--- src/rtl/bcd_scan_mux_if.sv ---
// rtl/bcd_scan_mux_if.sv - load/control inputs and scanned display outputs of bcd_scan_mux
interface bcd_scan_mux_if #(
  parameter int DIGITS = 4
);
  logic [4*DIGITS-1:0] din;
  logic                din_vld;
  logic                disp_en;
  logic                blank_lead;
  logic [3:0]          bcd_out;
  logic [DIGITS-1:0]   digit_sel;
  logic                scan_tick;
  logic                err;

  modport master (
    output din, din_vld, disp_en, blank_lead,
    input  bcd_out, digit_sel, scan_tick, err
  );

  modport slave (
    input  din, din_vld, disp_en, blank_lead,
    output bcd_out, digit_sel, scan_tick, err
  );
endinterface

--- src/rtl/bcd_scan_mux.sv ---
// rtl/bcd_scan_mux.sv - time-multiplexes a packed BCD value onto a 4-bit bus with active-low digit selects
module bcd_scan_mux #(
  parameter int DIGITS   = 4,
  parameter int SCAN_DIV = 50000
) (
  input  logic             sys_clk,
  input  logic             sys_rst_n,
  bcd_scan_mux_if.slave    bus
);
  localparam int IW = (DIGITS > 2) ? $clog2(DIGITS) : 1;
  localparam int CW = $clog2(SCAN_DIV);
  localparam logic [IW-1:0] IDX_LAST = IW'(DIGITS - 1);
  localparam logic [CW-1:0] DIV_LAST = CW'(SCAN_DIV - 1);

  logic [4*DIGITS-1:0] shadow;
  logic [IW-1:0]       idx;
  logic [CW-1:0]       div_cnt;

  logic [3:0]          bcd_q;
  logic [DIGITS-1:0]   sel_q;
  logic                tick_q;
  logic                err_q;

  logic                din_ok;
  logic                upper_zero;
  logic [DIGITS-1:0]   blank;
  logic [3:0]          cur_nib;
  logic [DIGITS-1:0]   sel_nxt;
  logic                wrap;

  always_comb begin
    din_ok = 1'b1;
    for (int k = 0; k < DIGITS; k++) begin
      if (bus.din[4*k +: 4] > 4'd9) din_ok = 1'b0;
    end
  end

  // Walk down from the most significant digit; a digit is blank only while every digit above it is zero.
  always_comb begin
    upper_zero = 1'b1;
    blank      = '0;
    for (int k = DIGITS - 1; k >= 1; k--) begin
      upper_zero = upper_zero & (shadow[4*k +: 4] == 4'd0);
      blank[k]   = bus.blank_lead & upper_zero;
    end
  end

  assign cur_nib = shadow[4*int'(idx) +: 4];
  assign wrap    = (div_cnt == DIV_LAST);

  always_comb begin
    sel_nxt = '1;
    if (bus.disp_en && !blank[idx]) sel_nxt[idx] = 1'b0;
  end

  always_ff @(posedge sys_clk or negedge sys_rst_n) begin
    if (!sys_rst_n) begin
      shadow  <= '0;
      idx     <= '0;
      div_cnt <= '0;
      bcd_q   <= '0;
      sel_q   <= '1;
      tick_q  <= 1'b0;
      err_q   <= 1'b0;
    end else begin
      if (bus.din_vld && din_ok) shadow <= bus.din;
      err_q <= bus.din_vld & ~din_ok;

      if (wrap) begin
        div_cnt <= '0;
        idx     <= (idx == IDX_LAST) ? '0 : idx + 1'b1;
      end else begin
        div_cnt <= div_cnt + 1'b1;
      end
      tick_q <= wrap;

      // Output stage samples pre-edge idx, so it trails the index by one cycle.
      bcd_q <= cur_nib;
      sel_q <= sel_nxt;
    end
  end

  assign bus.bcd_out   = bcd_q;
  assign bus.digit_sel = sel_q;
  assign bus.scan_tick = tick_q;
  assign bus.err       = err_q;
endmodule

--- src/flat_wrapper.sv ---
// flat-port wrapper written by rule: the top's interface ports become plain ports
module bcd_scan_mux_flat 
#(
  parameter int DIGITS   = 4,
  parameter int SCAN_DIV = 50000
)
  (sys_clk, sys_rst_n, bus_din, bus_din_vld, bus_disp_en, bus_blank_lead, bus_bcd_out, bus_digit_sel, bus_scan_tick, bus_err);
  bcd_scan_mux_if #(.DIGITS(DIGITS)) bus_i ();
  input  logic sys_clk;
  input  logic sys_rst_n;
  input wire logic [$bits(bus_i.din)-1:0] bus_din;
  input wire logic [$bits(bus_i.din_vld)-1:0] bus_din_vld;
  input wire logic [$bits(bus_i.disp_en)-1:0] bus_disp_en;
  input wire logic [$bits(bus_i.blank_lead)-1:0] bus_blank_lead;
  output wire logic [$bits(bus_i.bcd_out)-1:0] bus_bcd_out;
  output wire logic [$bits(bus_i.digit_sel)-1:0] bus_digit_sel;
  output wire logic [$bits(bus_i.scan_tick)-1:0] bus_scan_tick;
  output wire logic [$bits(bus_i.err)-1:0] bus_err;
  assign bus_i.din = bus_din;
  assign bus_i.din_vld = bus_din_vld;
  assign bus_i.disp_en = bus_disp_en;
  assign bus_i.blank_lead = bus_blank_lead;
  assign bus_bcd_out = bus_i.bcd_out;
  assign bus_digit_sel = bus_i.digit_sel;
  assign bus_scan_tick = bus_i.scan_tick;
  assign bus_err = bus_i.err;
  bcd_scan_mux #(.DIGITS(DIGITS), .SCAN_DIV(SCAN_DIV)) u_core (.sys_clk(sys_clk), .sys_rst_n(sys_rst_n), .bus(bus_i));
endmodule
--- config.mk ---
export PLATFORM = sky130hd
export DESIGN_NAME = bcd_scan_mux_flat
export DESIGN_NICKNAME = d
export VERILOG_FILES = /design/src/rtl/bcd_scan_mux_if.sv /design/src/rtl/bcd_scan_mux.sv /design/src/flat_wrapper.sv
export SDC_FILE = /design/constraint.sdc
export NUM_CORES = 1
export LEC_CHECK = 0
export CAP_MARGIN = 30
export CORE_ASPECT_RATIO = 1.75
export CORE_MARGIN = 2
export CORE_UTILIZATION = 50
export CTS_BUF_LIST = sky130_fd_sc_hd__clkbuf_8 sky130_fd_sc_hd__clkbuf_16
export DETAILED_ROUTE_END_ITERATION = 6
export PLACE_DENSITY = 0.75
export SYNTH_ARGS = -nofsm -noshare
export SYNTH_HDL_FRONTEND = slang
export SYNTH_SLANG_ARGS = --single-unit
export TNS_END_PERCENT = 100
--- constraint.sdc ---
create_clock -name sys_clk -period 2.6 [get_ports sys_clk]
set_input_delay 0.52 -clock sys_clk [delete_from_list [all_inputs] [get_ports sys_clk]]
set_output_delay 0.52 -clock sys_clk [all_outputs]
set_load 0.02 [all_outputs]
; Yosys cells after proc, flatten, opt, wreduce, memory -nomap -nowiden
; Cells that the tools add are included.
[classes]
shifts = 1
reduce_logical = 7
addsub = 2
order_cmp = 6
bitwise = 8
n_eq_ne = 2
muxes = 11
[ops]
columns = operator, count
row1 = "adder 16 x 1 -> 16 bit, second input constant", 1
row2 = "== test 16 bit, second input constant", 1
row3 = "greater-than comparator 4 bit, second input constant", 4
row4 = 2-to-1 mux 16 bit, 1
row5 = indexed part select 16 x 5 -> 4 bit, 1
row6 = logical NOT 4 bit, 3
row7 = bitwise AND 1 bit, 6
row8 = 2-to-1 mux 1 bit, 6
row9 = 2-to-1 mux 4 bit, 1
row10 = NOT 4 bit, 1
row11 = logical AND 1 bit, 3
row12 = "< comparator 2 x 3 -> 1 bit, second input constant", 1
row13 = "adder 2 x 1 -> 2 bit, second input constant", 1
row14 = binary-select mux 1 bit (select 2 bit), 1
row15 = demux 1 bit (select 2 bit), 1
row16 = "== test 2 bit, second input constant", 1
row17 = ">= comparator 2 x 1 -> 1 bit, second input constant", 1
row18 = 2-to-1 mux 2 bit, 1
row19 = logical NOT 1 bit, 1
row20 = NOT 1 bit, 1
[totals]
elab_cells = 44
regBits = 44
out_inout_bits = 10
input_bits = 21

; Depth between registers and ports, before layout
; Gate-level depths: netlist of run 1.
[logic_depth]
depth_word = 9
depth_mapped = 7
depth_no_buf = 6

; Least setup slack after synthesis of run 1
; OpenSTA, ideal clock, no wires.
[synth_timing]
path_type = input port to flip-flop
start = in bus_din[10]
end = reg u_core.shadow[10]
setup_time_ns = 0.125
arrival_ns = 1.495
setup_slack_ns = 0.980
stages = 5
path_buffers = 1
required_ns = 2.475
path_cell_list = o21ai_0 -> nand4_1 -> nor2_4 -> buf_6 -> mux2_2
[synth_between]
elab_chain_len = 4
[synth_lines]
columns = item, line
row1 = from (decl), flat_wrapper.sv:11  ; input wire logic [$bits(bus_i.din)-1:0] bus_din;
row2 = greater-than comparator 4 bit, bcd_scan_mux.sv:34  ; if (bus.din[4*k +: 4] > 4'd9) din_ok = 1'b0;
row3 = 2-to-1 mux 1 bit (2 in series), bcd_scan_mux.sv:34
row4 = logical AND 1 bit, bcd_scan_mux.sv:66  ; if (bus.din_vld && din_ok) shadow <= bus.din;
row5 = to (signal assigned), bcd_scan_mux.sv:66
row6 = to (decl), bcd_scan_mux.sv:15  ; logic [4*DIGITS-1:0] shadow;
; Several ways; a longest one is shown, not always the timed one.
; A chain may end at the register's enable or synchronous reset.

; Worst setup path in the final report of run 1
[layout_timing]
start = in bus_din[14]
end = reg u_core.shadow[10]
[layout_between]
elab_chain_len = 3
[layout_lines]
columns = item, line
row1 = greater-than comparator 4 bit, bcd_scan_mux.sv:34
row2 = 2-to-1 mux 1 bit, bcd_scan_mux.sv:34
row3 = logical AND 1 bit, bcd_scan_mux.sv:66
; Every way passes these cells.

==> results.md, run 1 <==
* Status: complete, no violations
* Leak Pwr at 1.03 nW
* Port-buffer cells at 30
* Total wire length at 3730 µm
* Hold-fix buffers at CTS at 0
* Gr busiest metal: met2
* P per Cell Area at 606 mW/mm²
* Ys async rst share at 1.00
* Cells on worst reg2reg path at 6
* Diode count at 0
* Met3 global-route usage at 0.0414
* Cell count after synthesis at 148
* Mapped Area at 0.00195 mm²
* Total GRT Usage at 0.188
* Worst Setup Path Type: input pin to flop
* Maxcap violations at 0
* VDD IR max at 0.443 mV
* Synthesized flop and latch total at 44
* Syn Nets at 174
* DRC viols at 0
* WHS at 508 ps
* Skew final at 13.9 ps
* DR vias at 1319
* Critical path's largest stage delay at 440 ps
* RSZ-0062 raised after global routing: no
* CP Launch Type: input pin
* Hold_sp: u_core.shadow[0]
* Post-synthesis sequential area ratio at 0.566
* Via/cell ratio at 5.66
* Syn-to-layout area delta at 22.5%
* Max Slew Vio Count at 0
* GR Layer Usage met2 at 0.339
* Slowest library cell on the worst path: clkdlybuf4s50_1
* Hold Path Sink: u_core.shadow[0]
* GRT Residual Overflow at 0
* CP Max Fanout at 16
* Initial antenna violation count at 0
* Clock insertion delay at the later pin of the skew report at 290 ps
* Setup TNS at 0 ps
* Clock Sinks at 44
* HPWL reported at the end of detailed placement at 2820 µm
* Crit-path cells: clkdlybuf4s50_1 -> o21ai_0 -> nand4_1 -> nor2_4 -> mux2_2
* EDFF count, synth at 0
* Final Setup Violations at 0
* Most frequent cells after synthesis: 40 x dfrtp_1, 15 x mux2_2, 10 x nor2_1
* Slew @ Worst Pin at 426 ps
* Initial drt markers at 18
* Min-Delay Path Class: flop to flop
* Rows at 30
* Cts repair resizes at 0
* Distinct cells, synth at 37
* Yosys top cell area share at 0.512
* CTS tree: yes
* Depth of the CTS H-tree at 2
* Crit Reg-Reg Startpoint: u_core.div_cnt[0]
* CORE AREA at 0.00383 mm²
* Clock buffer depth at 2
* RePlAce Congestion at 0.802
* Worst Hold Depth at 1
* Vias in the first global route at 1354
* Yosys top cell by area: dfrtp_1
* TritonCTS Buffers at 5
* Wire per inst at 16.0 µm
* Syn avg cell area at 13.2 µm²
* Fin crit period at 1970 ps
* IO Pins at 31
* Starting Density at 0.510
* CP Capture Type: flop
* Clock slew at the register clock pins of the worst setup and hold paths at 70 ps
* Die width at 51.2 µm
* Nets at 210
* Post-CTS Setup Inserts at 0
* Max frequency at 507 MHz
* Fill count at 313
* Ys Warns at 0
* Most common cell in the netlist: dfrtp_1
* Largest net degree at the start of global routing at 45
* Ratio of cells with drive above 1 in the final layout at 0.205
* Hold Violations, Final at 0
* Die Ht at 86.7 µm
* Routed Antenna Nets at 0
* R2R Setup Slk at 680 ps
* Headroom to the max-slew limit at 0.715
* Primary FF master, synth: dfrtp_1
* Die area at 0.00444 mm²
* CP arrival at 2140 ps
* CP required at 2770 ps
* First-pass GRT wire length at 6150 µm
* Grt met1 use at 0.197
* TritonRoute pass-1 iters at 4
* Worst R2R End: u_core.div_cnt[9]
* CTS root buf: clkbuf_8
* Period utilization at 0.759
* Synth top area cells: dfrtp_1 51%, mux2_2 8.6%, dfstp_2 5.4%, mux4_2 3.5%, ha_1 3.2%
==> cell type report <==
type | count | area (µm²) | share of cell area
Tap cell | 48 | 60.1 | 0.0251
Timing Repair Buffer | 32 | 325 | 0.136
Inverter | 6 | 22.5 | 0.00941
Multi-Input combinational cell | 95 | 797 | 0.333
Clock inverter | 3 | 12.5 | 0.00523
Sequential cell | 44 | 1110 | 0.462
Clock buffer | 5 | 68.8 | 0.0288
==> how the worst max path moves through the flow <==
| stage | endpoint | start |
|---|---|---|
| final | u_core.shadow[10] | bus_din[14] |
| after global routing | u_core.div_cnt[9] | u_core.div_cnt[0] |
| after global placement | u_core.shadow[10] | bus_din[14] |
| after CTS | u_core.shadow[10] | bus_din[14] |
| after detailed placement | u_core.shadow[15] | bus_din[14] |
| after floorplan | u_core.shadow[10] | bus_din[10] |
==> cell families after synthesis <==
logic type      synth area share
compound gates            0.0384
xor+xnor                  0.0493
fa+ha+maj                 0.0320
buf+inv                   0.0256
flops                      0.566
mux                        0.145
simple gates               0.143
==> report_power, final <==
group,total (W),leakage [nW],switching (W),internal [W]
Sequential,0.000834,0.544,0.0000625,0.000772
Combinational,0.000226,0.431,0.0000852,0.000140
Clock,0.000390,0.0505,0.000209,0.000181
==> layout by cell type, fill, tap and decap left out, types with 2 or more instances in the layout <==
cell and count:
mux4_2 3, nand3_1 9, mux2_2 15, xor2_1 7, o21ai_0 8, or3_1 2, clkdlybuf4s50_1 29, clkbuf_8 5
nor2_1 10, xnor2_1 4, inv_1 8, dfrtp_1 40, nand2_1 5, ha_1 5, dfstp_2 4, nand4_1 5
and2_1 2
==> per-stage QoR <==
stage               area [µm²]  setup WS, ps  cells  utilization  total power [W]
floorplan                 1950           980    148            -         0.000947
global placement          2280           347    223        0.596          0.00106
detailed placement        2280           311    223        0.596          0.00107
CTS                       2360           612    231        0.617          0.00147
global route              2390           505    233        0.625          0.00152
finish                    2390           626    233        0.625          0.00145
==> registers in the layout, summed over array words and instances, names as in the netlist <==
register and cells:
u_core.bus.bcd_out 4, u_core.bus.digit_sel 4, u_core.bus.err 1, u_core.bus.scan_tick 1
u_core.div_cnt 16, u_core.idx 2, u_core.shadow 16
==> worst max-delay path, delay by kind of cell <==
kind	cells	cell delay, ps
and+or+nand+nor	2	570
AOI/OAI and AO/OA	1	220
buffers and inverters	1	440
muxes	1	390
==> per-layer routing <==
metal  part of all wire  vias to the layer above
met5                  0                        -
met4              0.038                        0
met3              0.034                       14
met2               0.56                       36
met1               0.37                      666
li1                   -                      603
(Power assumes the default switching activity.)
==> run 2, diff against run 1 <==
Settings changed: CORE_UTILIZATION 50 to 47, PLACE_DENSITY 0.75 to 0.74.
Clock period 2.6 ns to 1.8 ns, I/O delays scaled along.
==> run 2 against run 1 <==
Power rose by 55%. Via count decreased by 1.3%. Flip-flop and latch count unchanged. Core utilization shrank 1.8 points. Non-clock buffer count grew 5. Wire length increased by 1.5%. Global-route usage rose by 0.83 points. Clock skew decreased by 4.7 ps. Cell count up 2.6%. Die area increased by 6.0%. Largest power group unchanged.
==> results.md, run 2 (synthesis gave the netlist of run 1 again) <==
* Status: complete, no violations
* Placed cell area at 0.00234 mm²
* Syn-to-layout area delta at 26.5%
* Die width at 52.7 µm
* Leak Pwr at 1.07 nW
* DR vias at 1302
* Crit Reg-Reg Startpoint: u_core.div_cnt[0]
* Delay-heaviest family, CP: buffers and inverters
* Nets at 215
* Initial antenna violation count at 0
* Largest regs: u_core.div_cnt x16, u_core.shadow x16
* Final worst-path setup slack at 90.6 ps
* Headroom to the max-slew limit at 0.640
* Clock Sinks at 44
* Port-buffer cells at 30
* CTS tree: yes
* RSZ-0062 raised after global routing: no
* Depth of the CTS H-tree at 2
* CP required at 1970 ps
* VDD IR max at 0.733 mV
* CP Capture Type: flop
* Fin crit period at 1710 ps
* Slowest library cell on the worst path: clkdlybuf4s50_1
* Hold Violations, Final at 0
* First-pass GRT wire length at 6780 µm
* Routed Antenna Nets at 0
* TritonCTS Buffers at 5
* Rows at 31
* CORE AREA at 0.00407 mm²
* CP startpoint: bus_din[14]
* Maxcap violations at 0
* Clock buffer depth at 2
* Clock slew at the register clock pins of the worst setup and hold paths at 80 ps
* Slew @ Worst Pin at 541 ps
* Wire per inst at 15.8 µm
* Pre-CTS setup slack at -200 ps
* Hold-fix buffers at CTS at 0
* IO Pins at 31
* Period utilization at 0.950
* Via/cell ratio at 5.45
* CP Launch Type: input pin
* Final Setup Violations at 0
* Clock insertion delay at the later pin of the skew report at 290 ps
* Diode count at 0
* CP Max Fanout at 13
* Max Slew Vio Count at 0
* Area of the multi-input gates at 802 µm²
* GRT Residual Overflow at 0
* WHS at 131 ps
* Max frequency at 585 MHz
* Design area at 0.00247 mm²
* Most frequent cells in the layout: 40 x dfrtp_1, 25 x clkdlybuf4s50_1, 15 x mux2_2
* Fill count at 340
* RePlAce Congestion at 0.733
* Starting Density at 0.480
* P per Cell Area at 912 mW/mm²
* Critical path's largest stage delay at 430 ps
* Total GRT Usage at 0.197
* HPWL reported at the end of detailed placement at 2890 µm
* TritonRoute pass-1 iters at 4
* DRC viols at 0
* Reg area at 0.00111 mm²
* Die area at 0.00471 mm²
* Total wire length at 3790 µm
* Crit-path cells: clkdlybuf4s50_1 -> o21ai_0 -> nand4_1 -> nor2_4 -> buf_12 -> mux2_2
* Bufs and invs on worst path at 2
* Min-Delay Path Class: input pin to async pin
* Largest net degree at the start of global routing at 45
* Skew final at 9.21 ps
* CP arrival at 1880 ps
* CTS root buf: clkbuf_8
* Worst Setup Path Type: input pin to flop
* Most common cell after layout, fill and taps aside: dfrtp_1
* Die Ht at 89.3 µm
* Initial drt markers at 25
* Vias in the first global route at 1458
* Ratio of cells with drive above 1 in the final layout at 0.242
[run 2: metrics by stage]
step / setup TNS [ps] / total power [W] / std cells / util
after floorplan: 0 / 0.00137 / 148 / -
after global placement: -1840 / 0.00153 / 230 / 0.575
after global routing: 0 / 0.00237 / 239 / 0.606
after CTS: 0 / 0.00228 / 238 / 0.601
after detailed placement: -2950 / 0.00155 / 230 / 0.575
final: 0 / 0.00225 / 239 / 0.606
[run 2: worst paths after layout]
kind,to,slack (ps),depth (start not counted)
worst max register to register,u_core.div_cnt[9],170,6
min in group sys_clk,u_core.div_cnt[0],490,1
worst max-delay path,u_core.shadow[14],90,6
worst min register to register,u_core.div_cnt[0],490,1
max in group asynchronous,u_core.bus.digit_sel[2],1290,2
worst min-delay path,u_core.div_cnt[7],130,2
[run 2: layout make-up]
cell class,instances,area share
sequential,44,0.448
clock buffer,5,0.0279
timing repair buffer,37,0.150
clock inverter,3,0.0157
inverter,6,0.00912
multi-input combinational,95,0.325
tap,49,0.0248
[run 2: repair_timing]
item | 4_1_cts | 5_1_grt
endpoints found under the setup margin | 0 | 5
gates resized for setup | 0 | 5
buffers inserted | 0 | 1
[run 2: report_power, final]
group / total [W] / switching (W) / internal (W)
Combinational: 0.000321 / 0.000119 / 0.000202
Sequential: 0.00121 / 0.0000910 / 0.00111
Clock: 0.000726 / 0.000319 / 0.000406
Total: 0.00225 / 0.000529 / 0.00172
[run 2: worst register-to-register path, cell delays in order, from the launching register on]
cell	delay, ps
dfrtp_1	390
ha_1	220
nand3_2	140
nand4b_1	300
inv_1	160
o21ai_0	100
a22o_1	200
[run 2: routing by layer]
| layer | share of wire | wire (µm) | up-vias | GRT usage |
|---|---|---|---|---|
| li1 | - | - | 605 | - |
| met1 | 0.38 | 1430 | 655 | 0.217 |
| met2 | 0.57 | 2140 | 32 | 0.353 |
| met3 | 0.031 | 116 | 10 | 0.0452 |
| met4 | 0.025 | 95 | 0 | 0.0839 |
| met5 | 0 | 0 | - | 0 |
